**src/rtl/packet_forwarder_pkg.sv**
```systemverilog
// Shared types for the packet forwarder: FSM encoding, beat size, output FIFO entry
// and the last-beat byte-enable helper.
package packet_forwarder_pkg;

    typedef enum logic [1:0] {
        IDLE   = 2'd0,
        STREAM = 2'd1,
        DONE   = 2'd2
    } fwd_state_e;

    localparam int BEAT_BYTES = 8;

    typedef struct packed {
        logic [63:0] data;
        logic [7:0]  keep;
        logic        last;
    } fifo_entry_t;

    // First byte of the packet sits in the MSB lane, so a partial beat keeps the upper lanes.
    function automatic logic [7:0] keep_from_rem(input logic [2:0] rem);
        return (rem == 3'd0) ? 8'hFF : ~(8'hFF >> rem);
    endfunction

endpackage

```
**src/rtl/packet_forwarder_if.sv**
```systemverilog
// AXI4-Stream style beat channel (64-bit data, MSB-first byte enables).
interface packet_forwarder_if;
    logic [63:0] tdata;
    logic [7:0]  tkeep;
    logic        tlast;
    logic        tvalid;
    logic        tready;

    modport master (output tdata, tkeep, tlast, tvalid, input tready);
    modport slave  (input tdata, tkeep, tlast, tvalid, output tready);
endinterface

```
**src/rtl/packet_forwarder_fwd_out_fifo.sv**
```systemverilog
// Two-entry output FIFO holding {data, keep, last}; the caller guarantees no push when full.
module fwd_out_fifo
    import packet_forwarder_pkg::*;
(
    input  logic        clk,
    input  logic        rst_n,
    input  logic        push,
    input  fifo_entry_t din,
    input  logic        pop,
    output fifo_entry_t dout,
    output logic [1:0]  occ
);
    fifo_entry_t [1:0] mem;
    logic              wr_ptr;
    logic              rd_ptr;

    always_ff @(posedge clk or negedge rst_n) begin
        if (!rst_n) begin
            mem    <= '0;
            wr_ptr <= 1'b0;
            rd_ptr <= 1'b0;
            occ    <= 2'd0;
        end else begin
            if (push) begin
                mem[wr_ptr] <= din;
                wr_ptr      <= ~wr_ptr;
            end
            if (pop) rd_ptr <= ~rd_ptr;
            occ <= occ + 2'(push) - 2'(pop);
        end
    end

    assign dout = mem[rd_ptr];

endmodule

```
**src/rtl/packet_forwarder.sv**
```systemverilog
// Reads an accepted packet buffer as 64-bit words and streams it out, then releases the buffer.
// Define FWD_STATS_EN to add the stat_pkts / stat_bytes counters.
module packet_forwarder
    import packet_forwarder_pkg::*;
#(
    parameter int ADDR_WIDTH    = 10,
    parameter int PACKLEN_WIDTH = 32
) (
    input  logic                     clk,
    input  logic                     rst_n,
    input  logic                     ready_for_forwarder,
    input  logic [PACKLEN_WIDTH-1:0] len_to_forwarder,
    output logic [ADDR_WIDTH-1:0]    forwarder_rd_addr,
    output logic                     forwarder_rd_en,
    input  logic [63:0]              forwarder_rd_data,
    output logic                     forwarder_done,
`ifdef FWD_STATS_EN
    output logic [31:0]              stat_pkts,
    output logic [31:0]              stat_bytes,
`endif
    packet_forwarder_if.master       m_axis
);
    localparam logic [PACKLEN_WIDTH-1:0] MAXB = PACKLEN_WIDTH'(BEAT_BYTES) << (ADDR_WIDTH - 1);

    fwd_state_e               state, state_nxt;
    logic [PACKLEN_WIDTH-1:0] len_clamp;
    logic [2:0]               rem_q;
    logic [ADDR_WIDTH-1:0]    beats_q, issued, rd_idx;
    logic                     rd_vld;
    logic [1:0]               occ;
    logic                     tvalid, pop, start;
    fifo_entry_t              push_ent, head;

    assign len_clamp = (len_to_forwarder > MAXB) ? MAXB : len_to_forwarder;
    assign start     = (state == IDLE) && ready_for_forwarder;
    assign tvalid    = (state == STREAM) && (occ != 2'd0);
    assign pop       = tvalid && m_axis.tready;

    always_comb begin
        state_nxt       = state;
        forwarder_rd_en = 1'b0;
        forwarder_done  = 1'b0;
        unique case (state)
            IDLE: if (ready_for_forwarder)
                state_nxt = (len_to_forwarder == '0) ? DONE : STREAM;
            STREAM: begin
                // Never let queued plus in-flight beats exceed the two FIFO slots.
                forwarder_rd_en = (issued < beats_q) &&
                                  (({1'b0, occ} + 3'(rd_vld) - 3'(pop)) < 3'd2);
                if (pop && head.last) state_nxt = DONE;
            end
            DONE: begin
                forwarder_done = 1'b1;
                state_nxt      = IDLE;
            end
            default: state_nxt = IDLE;
        endcase
    end

    assign forwarder_rd_addr = forwarder_rd_en ? issued : '0;

    always_ff @(posedge clk or negedge rst_n) begin
        if (!rst_n) begin
            state   <= IDLE;
            rem_q   <= 3'd0;
            beats_q <= '0;
            issued  <= '0;
            rd_idx  <= '0;
            rd_vld  <= 1'b0;
        end else begin
            state  <= state_nxt;
            rd_vld <= forwarder_rd_en;
            if (start) begin
                rem_q   <= len_clamp[2:0];
                beats_q <= ADDR_WIDTH'((len_clamp + PACKLEN_WIDTH'(BEAT_BYTES - 1)) >> 3);
                issued  <= '0;
            end else if (forwarder_rd_en) begin
                issued <= issued + ADDR_WIDTH'(1);
                rd_idx <= issued;
            end
        end
    end

    always_comb begin
        push_ent.data = forwarder_rd_data;
        push_ent.last = (rd_idx == beats_q - ADDR_WIDTH'(1));
        push_ent.keep = push_ent.last ? keep_from_rem(rem_q) : 8'hFF;
    end

    fwd_out_fifo u_fifo (
        .clk   (clk),
        .rst_n (rst_n),
        .push  (rd_vld),
        .din   (push_ent),
        .pop   (pop),
        .dout  (head),
        .occ   (occ)
    );

    assign m_axis.tvalid = tvalid;
    assign m_axis.tdata  = head.data;
    assign m_axis.tkeep  = head.keep;
    assign m_axis.tlast  = head.last;

`ifdef FWD_STATS_EN
    logic [PACKLEN_WIDTH-1:0] len_q;

    always_ff @(posedge clk or negedge rst_n) begin
        if (!rst_n) begin
            len_q      <= '0;
            stat_pkts  <= 32'd0;
            stat_bytes <= 32'd0;
        end else begin
            if (start) len_q <= len_clamp;
            if (state == DONE) begin
                stat_pkts  <= stat_pkts + 32'd1;
                stat_bytes <= stat_bytes + 32'(len_q);
            end
        end
    end
`endif

endmodule

```
**src/flat_wrapper.sv**
```systemverilog
// flat-port wrapper written by rule: the top's interface ports become plain ports
module packet_forwarder_flat import packet_forwarder_pkg::*;
#(
    parameter int ADDR_WIDTH    = 10,
    parameter int PACKLEN_WIDTH = 32
)
  (clk, rst_n, ready_for_forwarder, len_to_forwarder, forwarder_rd_addr, forwarder_rd_en, forwarder_rd_data, forwarder_done, m_axis_tdata, m_axis_tkeep, m_axis_tlast, m_axis_tvalid, m_axis_tready);
  packet_forwarder_if m_axis_i ();
  input  logic clk;
  input  logic rst_n;
  input  logic ready_for_forwarder;
  input  logic [PACKLEN_WIDTH-1:0] len_to_forwarder;
  output logic [ADDR_WIDTH-1:0] forwarder_rd_addr;
  output logic forwarder_rd_en;
  input  logic [63:0] forwarder_rd_data;
  output logic forwarder_done;
  output wire logic [$bits(m_axis_i.tdata)-1:0] m_axis_tdata;
  output wire logic [$bits(m_axis_i.tkeep)-1:0] m_axis_tkeep;
  output wire logic [$bits(m_axis_i.tlast)-1:0] m_axis_tlast;
  output wire logic [$bits(m_axis_i.tvalid)-1:0] m_axis_tvalid;
  input wire logic [$bits(m_axis_i.tready)-1:0] m_axis_tready;
  assign m_axis_tdata = m_axis_i.tdata;
  assign m_axis_tkeep = m_axis_i.tkeep;
  assign m_axis_tlast = m_axis_i.tlast;
  assign m_axis_tvalid = m_axis_i.tvalid;
  assign m_axis_i.tready = m_axis_tready;
  packet_forwarder #(.ADDR_WIDTH(ADDR_WIDTH), .PACKLEN_WIDTH(PACKLEN_WIDTH)) u_core (.clk(clk), .rst_n(rst_n), .ready_for_forwarder(ready_for_forwarder), .len_to_forwarder(len_to_forwarder), .forwarder_rd_addr(forwarder_rd_addr), .forwarder_rd_en(forwarder_rd_en), .forwarder_rd_data(forwarder_rd_data), .forwarder_done(forwarder_done), .m_axis(m_axis_i));
endmodule
```
**config.mk**
```make
export PLATFORM = sky130hd
export DESIGN_NAME = packet_forwarder_flat
export DESIGN_NICKNAME = d
export VERILOG_FILES = /design/src/rtl/packet_forwarder_pkg.sv /design/src/rtl/packet_forwarder_if.sv /design/src/rtl/packet_forwarder_fwd_out_fifo.sv /design/src/rtl/packet_forwarder.sv /design/src/flat_wrapper.sv
export SDC_FILE = /design/constraint.sdc
export NUM_CORES = 1
export LEC_CHECK = 0
export CORE_UTILIZATION = 45
export DETAILED_ROUTE_END_ITERATION = 7
export HOLD_SLACK_MARGIN = 0.06
export PLACE_DENSITY = 0.77
export SYNTH_ARGS = -nofsm -noshare
export SYNTH_HDL_FRONTEND = slang
export SYNTH_HIERARCHICAL = 1
export SYNTH_SLANG_ARGS = --single-unit
export TNS_END_PERCENT = 20
```
**constraint.sdc**
```tcl
create_clock -name clk -period 3.6 [get_ports clk]
set_input_delay 0.72 -clock clk [delete_from_list [all_inputs] [get_ports clk]]
set_output_delay 0.72 -clock clk [all_outputs]
set_load 0.05 [all_outputs]
```
==> results.sh, run 1 <==
export IMPL_wl_per_cell_um=17.81
export IMPL_groute_usage_overall_pct=20.23
export IMPL_cts_sinks=186
export IMPL_cts_buffer_depth=2
export IMPL_async_reset_ff_share_pct=100.0
export IMPL_grt_setup_unrepaired="yes"
export IMPL_ys_ff_latch=186
export IMPL_overflow=0
export IMPL_synth_cell_type_count=55
export IMPL_cp_arrival_ns=3.05
export IMPL_clkPwrFrac_pct=14.1
export IMPL_critical_path_slowest_cell="fa_2"
export IMPL_drv_cap=0
export IMPL_wl_met1_mm=9.880
export IMPL_combPwrFrac_pct=58.4
export IMPL_place_gp_congestion=0.8000
export IMPL_finalSetupViolations=11
export IMPL_ctsHoldBuffers=0
export IMPL_drc=0
export IMPL_vias=6026
export IMPL_syn_area_mm2=0.009407
export IMPL_fin_crit_sh_pct=104.7
export IMPL_hold_viol_final=0
export IMPL_final_fill_count=1583
export IMPL_grt_pass1_vias=6479
export IMPL_end_kind="primary output"
export IMPL_dr_wl_met2_mm=9.901
export IMPL_top_layer_used="met4"
export IMPL_maxSlewViolCount=0
export IMPL_cp_required_ns=2.88
export IMPL_ir_drop_mv=0.9238
export IMPL_utilization_pct=60.49
export IMPL_p_total_w=0.01286
export IMPL_start_util_pct=46.19
export IMPL_worst_path_buf_inv=3
export IMPL_clock_latency_ns=0.42
export IMPL_min_period_ns=3.768
export IMPL_grt_max_degree=84
export IMPL_fp_dieW_um=146.6
export IMPL_power_per_cell_area_mw_per_mm2=1044
export IMPL_finClkSkew_ns=0.01197
export IMPL_synth_most_common_cell="dfrtp_1"
export IMPL_ant_nets=0
export IMPL_dp_slack_ns=-0.2920
export IMPL_via_per_inst=5.186
export IMPL_finalNetCount=995
export IMPL_synth_edf_count=0
export IMPL_cts_made_buffers=17
export IMPL_fin_tns_setup_ns=-1.295
export IMPL_worst_hold_path_type="in2async"
export IMPL_multi_input_area_mm2=0.004448
export IMPL_dr_wl_met3_um=774
export IMPL_p_int_w=0.007407
export IMPL_io_buffers=185
export IMPL_slowest_delay_ns=0.42
export IMPL_outcome="finished with violations"
export IMPL_die_area_mm2=0.02149
export IMPL_switching_share_pct=42.42
export IMPL_drt_iter0_drc=220
export IMPL_avgSynthCellArea_um2=13.87
export IMPL_die_h_um=146.6
export IMPL_seq_area_mm2=0.004658
export IMPL_cts_root_buf="clkbuf_16"
export IMPL_synth_cells=678
export IMPL_synth_warnings=6
export IMPL_synth_top_cell_area_share_pct=49.48
export IMPL_synth_ff_type="dfrtp_1"
export IMPL_dpl_hpwl_mm=14.21
export IMPL_power_switching_w=0.005457
export IMPL_path_max_fanout=6
export IMPL_cp_top_family="simple AND/OR/NAND/NOR gates"
export IMPL_cts_htree_levels=4
export IMPL_layout_drive_gt1_share_pct=36.36
export IMPL_max_slew_margin_rel_pct=26.29
export IMPL_coreArea_mm2=0.02036
export IMPL_synth_common_cells="dfrtp_1, mux2_2, mux2_4"
export IMPL_crit_type="reg2out"
export IMPL_max_freq_mhz=265.4
export IMPL_seq_area_frac_synth_pct=49.48
export IMPL_cts_tree="built"
export IMPL_crit_chain="nand2b_4 -> a21oi_4 -> and2_4 -> ha_4 -> nor2b_4 -> fa_2 -> nor2_1 -> nand4b_1 -> a211oi_4 -> buf_6 -> buf_12 -> and2_4 -> buf_12"
export IMPL_grt_pass1_wl_mm=34.23
export IMPL_whs_ns=0.3434
export IMPL_violations="setup timing"
export IMPL_synth_area_leader_cell="dfrtp_1"
export IMPL_pin_count=186
export IMPL_p_leak_nw=5.203
export IMPL_core_rowCount=52
export IMPL_seqPwrFrac_pct=27.5
export IMPL_area_delta_synth_final_pct=30.95
export IMPL_ys_top_cells_by_area="dfrtp_1, mux2_2, mux2_4, ha_1, buf_12"
export IMPL_clk_pin_slew_ns=0.08
export IMPL_tightest_slew_ns=1.106
export IMPL_antenna_found_initial=0
export IMPL_start_kind="flip-flop"
export IMPL_timing_final_ws_setup_ns=-0.1683
export IMPL_drt_first_pass_iters=4
export IMPL_finalWirelength_mm=20.69
-- timing repair --
item / 4_1_cts / 5_1_grt
gates resized for setup: 7 / 1
setup endpoints to repair: 11 / 11
buffers inserted: 6 / 2
gates cloned: 1 / 0
pin swaps: 8 / 0
-- routing by layer --
layer	vias to the layer above	global-route usage [%]
li1	2823	-
met1	3042	27.44
met2	150	32.94
met3	11	4.781
met4	0	4.219
met5	-	0
-- layout make-up --
class / instances / area share, %
Multi-Input combinational cell: 441 / 36.11
Sequential cell: 186 / 37.82
Antenna cell: 1 / 0.02031
Timing Repair Buffer: 211 / 18.01
Clock buffer: 18 / 3.484
Clock inverter: 14 / 1.178
Tap cell: 270 / 2.743
Inverter: 21 / 0.6399
-- worst paths after layout --
kind	cells past startpoint	slack, ns	start	endpoint
hold / removal	1	0.34	rst_n	u_core/u_fifo/mem[98]$_DFFE_PN0P_
hold reg to reg	1	0.49	u_core/u_fifo/mem[82]$_DFFE_PN0P_	u_core/u_fifo/mem[82]$_DFFE_PN0P_
min in group clk	1	0.49	u_core/u_fifo/mem[82]$_DFFE_PN0P_	u_core/u_fifo/mem[82]$_DFFE_PN0P_
setup reg to reg	13	0.57	u_core/state[1]$_DFFE_PN0P_	u_core/rd_idx[0]$_DFFE_PN0P_
setup / recovery	13	-0.17	u_core/state[1]$_DFFE_PN0P_	forwarder_rd_addr[8]
max in group asynchronous	2	2.38	rst_n	u_core/rem_q[1]$_DFFE_PN0P_
-- flip-flops by register name, indices dropped and copies added (netlist names), 2 cells and up --
name and cells:
u_core/u_fifo/mem 146, u_core/beats_q 10, u_core/issued 10, u_core/rd_idx 10, u_core/rem_q 3, u_core/state 2
u_core/u_fifo/occ 2
-- stage by stage --
step,area (um^2),cells
after floorplan,9492,679
after global placement,11660,1121
after detailed placement,11660,1121
after CTS,12320,1160
after global routing,12320,1161
final,12320,1162
-- logic make-up after synthesis --
group	synth area share, %
adders and majority gates	2.341
buffers and inverters	4.190
xor gates and xnor gates	2.328
DFF	49.48
muxes	31.17
AOI/OAI and AO/OA	3.086
and+or+nand+nor	7.369
other	0.03987
-- layout by cell type, fill, tap and decap left out, types with 12 or more instances in the layout --
master           count
dfrtp_1            185
mux2_2             153
clkbuf_16           17
buf_4               19
mux2_4              70
inv_1               20
buf_12              15
nor2_1              12
clkdlybuf4s50_1    172
xnor2_1             14
ha_1                15
nand2_1             29
-- power groups by stage --
stage	Combinational (W)	Sequential [W]	Clock, W
6_report	0.00752	0.00353	0.00181
5_1_grt	0.00786	0.00365	0.00196
4_1_cts	0.00762	0.00353	0.00187
3_5_place_dp	0.00739	0.00356	0
3_3_place_gp	0.00730	0.00352	0
2_1_floorplan	0.00546	0.00332	0
No activity file was read; power rests on OpenSTA's default activity.
==> run 2, diff against run 1 <==
--- a/config.mk
+++ b/config.mk
@@ -5,10 +5,13 @@
 export SDC_FILE = /design/constraint.sdc
 export NUM_CORES = 1
 export LEC_CHECK = 0
+export ABC_AREA = 1
+export ABC_CLOCK_PERIOD_IN_PS = 3600
 export CORE_UTILIZATION = 45
 export DETAILED_ROUTE_END_ITERATION = 7
 export HOLD_SLACK_MARGIN = 0.06
-export PLACE_DENSITY = 0.77
+export PLACE_DENSITY = 0.76
+export SLEW_MARGIN = 20
 export SYNTH_ARGS = -nofsm -noshare
 export SYNTH_HDL_FRONTEND = slang
 export SYNTH_HIERARCHICAL = 1
==> run 2 against run 1 <==
The run now ends clean. Clock-buffer cell count stayed put. Non-clock buffer count is 10 lower. Cell count is 43% higher. Synthesized area is 6.5% higher. Combinational power is 6.1% lower. Fmax is 5.3% higher. Global-route usage is 0.34 points lower. Clock power is 6% higher. Sequential share of layout area is 1.4 points lower. Critical path type is now in2out.
==> results.sh, run 2 <==
export IMPL_groute_usage_overall_pct=19.89
export IMPL_overflow=0
export IMPL_wl_per_cell_um=13.10
export IMPL_avgSynthCellArea_um2=8.359
export IMPL_reg2reg_from="u_core/state[0]$_DFFE_PN0P_"
export IMPL_synth_ff_type="dfrtp_1"
export IMPL_fin_tns_setup_ns=0
export IMPL_final_fill_count=1884
export IMPL_cp_required_ns=2.88
export IMPL_min_period_ns=3.578
export IMPL_fp_dieW_um=151.2
export IMPL_outcome="finished clean"
export IMPL_drc=0
export IMPL_finalSetupViolations=0
export IMPL_multi_input_area_mm2=0.004194
export IMPL_critical_path_slowest_cell="clkdlybuf4s50_1"
export IMPL_ys_ff_latch=186
export IMPL_antenna_cells=0
export IMPL_grt_setup_unrepaired="yes"
export IMPL_maxSlewViolCount=0
export IMPL_synth_edf_count=0
export IMPL_cts_made_buffers=17
export IMPL_vias=7963
export IMPL_max_slew_margin_rel_pct=30.11
export IMPL_async_reset_ff_share_pct=100.0
export IMPL_synth_top_cell_area_share_pct=46.48
export IMPL_cp_startpoint="m_axis_tready"
export IMPL_place_gp_congestion=0.8773
export IMPL_grt_max_degree=148
export IMPL_crit_chain="clkdlybuf4s50_1 -> and2_4 -> ha_4 -> nor2_4 -> fa_2 -> xnor2_1 -> nor2_2 -> nand3_2 -> clkbuf_16 -> nor2_4 -> buf_12"
export IMPL_path_max_fanout=5
export IMPL_layout_common_cells="nand2_1, inv_1, dfrtp_1"
export IMPL_cp_common_cell="nor2_4"
export IMPL_syn_area_mm2=0.01001
export IMPL_pin_count=186
export IMPL_start_kind="input port"
export IMPL_synth_most_common_cell="nand2_1"
export IMPL_cts_htree_levels=4
export IMPL_dpl_hpwl_mm=14.86
export IMPL_cp_arrival_ns=2.86
export IMPL_clock_latency_ns=0.43
export IMPL_ant_nets=0
export IMPL_stdcell_area_mm2=0.01280
export IMPL_seq_area_frac_synth_pct=46.48
export IMPL_finalNetCount=1480
export IMPL_regMostFlops="u_core/u_fifo/mem"
export IMPL_utilization_pct=58.65
export IMPL_cts_root_buf="clkbuf_16"
export IMPL_end_kind="primary output"
export IMPL_synth_cells=1198
export IMPL_slowest_delay_ns=0.40
export IMPL_fin_crit_sh_pct=99.39
export IMPL_placed_cells=1620
export IMPL_power_per_cell_area_mw_per_mm2=985.8
export IMPL_largest_reg_flops=146
export IMPL_io_buffers=185
export IMPL_ir_drop_mv=0.7632
export IMPL_antenna_found_initial=0
export IMPL_clk_pin_slew_ns=0.08
export IMPL_layout_drive_gt1_share_pct=15.41
export IMPL_grt_pass1_vias=7489
export IMPL_ctsHoldBuffers=0
export IMPL_cts_sinks=186
export IMPL_start_util_pct=45.89
export IMPL_coreArea_mm2=0.02182
export IMPL_area_delta_synth_final_pct=27.81
export IMPL_p_leak_nw=6.333
export IMPL_die_area_mm2=0.02286
export IMPL_drt_first_pass_iters=7
export IMPL_synth_common_cells="nand2_1, inv_1, dfrtp_1"
export IMPL_finalWirelength_mm=21.69
export IMPL_finClkSkew_ns=0.008800
export IMPL_cts_buffer_depth=2
export IMPL_hold_viol_final=0
export IMPL_die_h_um=151.2
export IMPL_timing_final_ws_setup_ns=0.02189
export IMPL_dp_slack_ns=0.02672
export IMPL_worst_hold_path_type="in2async"
export IMPL_drv_cap=0
export IMPL_max_freq_mhz=279.5
export IMPL_seq_area_mm2=0.004659
export IMPL_synth_warnings=6
export IMPL_layout_commonest_cell="nand2_1"
export IMPL_ys_top_cells_by_area="dfrtp_1, nand2_1, o21ai_2, inv_1, o21ai_0"
export IMPL_crit_type="in2out"
export IMPL_cts_tree="built"
export IMPL_drt_iter0_drc=547
export IMPL_tightest_slew_ns=1.048
export IMPL_placed_area_mm2=0.01209
export IMPL_synth_cell_type_count=49
export IMPL_core_rowCount=54
export IMPL_synth_area_leader_cell="dfrtp_1"
export IMPL_via_per_inst=4.809
export IMPL_synth_nets=1315
export IMPL_stdcell_count=1656
export IMPL_grt_pass1_wl_mm=36.08
-- run 2: final cells by class --
cell class | instances | area share, %
clock buffers | 18 | 3.431
clock inverters | 14 | 1.378
flip-flops and latches | 186 | 36.40
inverters | 217 | 6.383
well taps | 280 | 2.737
repair buffers | 201 | 16.90
multi-input cells | 740 | 32.77
-- run 2: critical path: cells and delay by family --
kind / cells / cell delay [ns]
adder cells (fa/ha/maj): 2 / 0.63
AND/OR/NAND/NOR: 5 / 0.59
XOR/XNOR: 1 / 0.16
buffers and inverters: 3 / 0.74
-- run 2: final timing paths --
check                                                     to  slack, ns  cells past startpoint
min                        u_core/u_fifo/mem[33]$_DFFE_PN0P_       0.32                      1
min reg2reg                 u_core/u_fifo/mem[7]$_DFFE_PN0P_       0.48                      2
max                                     forwarder_rd_addr[3]       0.02                     11
max in group asynchronous     u_core/u_fifo/occ[1]$_DFF_PN0_       2.50                      2
max reg2reg                     u_core/issued[7]$_DFFE_PN0P_       0.52                     16
min in group clk            u_core/u_fifo/mem[7]$_DFFE_PN0P_       0.48                      2
-- run 2: layer usage --
layer,part of all wire (%),vias to the layer above,routed length [um],track usage [%]
met3,6.2,23,1334,3.705
met5,0,-,0,0
met2,48,213,10310,32.28
met4,1.0,0,226,5.600
met1,45,3673,9819,27.07
li1,-,4054,-,-
-- run 2: where the power goes --
group          internal [W]  switching [W]  total [W]
logic               0.00247        0.00459    0.00706
clock network       0.00102       0.000891    0.00191
registers           0.00304       0.000611    0.00365
-- run 2: timing repair --
| action | CTS | global route |
|---|---|---|
| cloned | 0 | 1 |
| endpoints found under the setup margin | 11 | 11 |
| buffers inserted | 1 | 2 |
| pin swaps | 1 | 7 |
| gates resized for setup | 1 | 12 |
-- run 2: through the flow --
stage	total power, W	hold WS [ns]
finish	0.01262	0.3192
global route	0.01348	0.3601
CTS	0.01258	0.3447
detailed placement	0.01062	0.4676
global placement	0.01046	0.4634
floorplan	0.008560	0.4244
-- run 2: cells by family after synthesis --
group | count (synthesis) | share of synthesized area (%)
and+or+nand+nor | 431 | 18.37
AOI/OAI and AO/OA | 270 | 17.83
adders and majority gates | 17 | 2.199
buffers and inverters | 272 | 13.12
xor gates and xnor gates | 21 | 1.974
DFF | 186 | 46.48
other | 1 | 0.03745
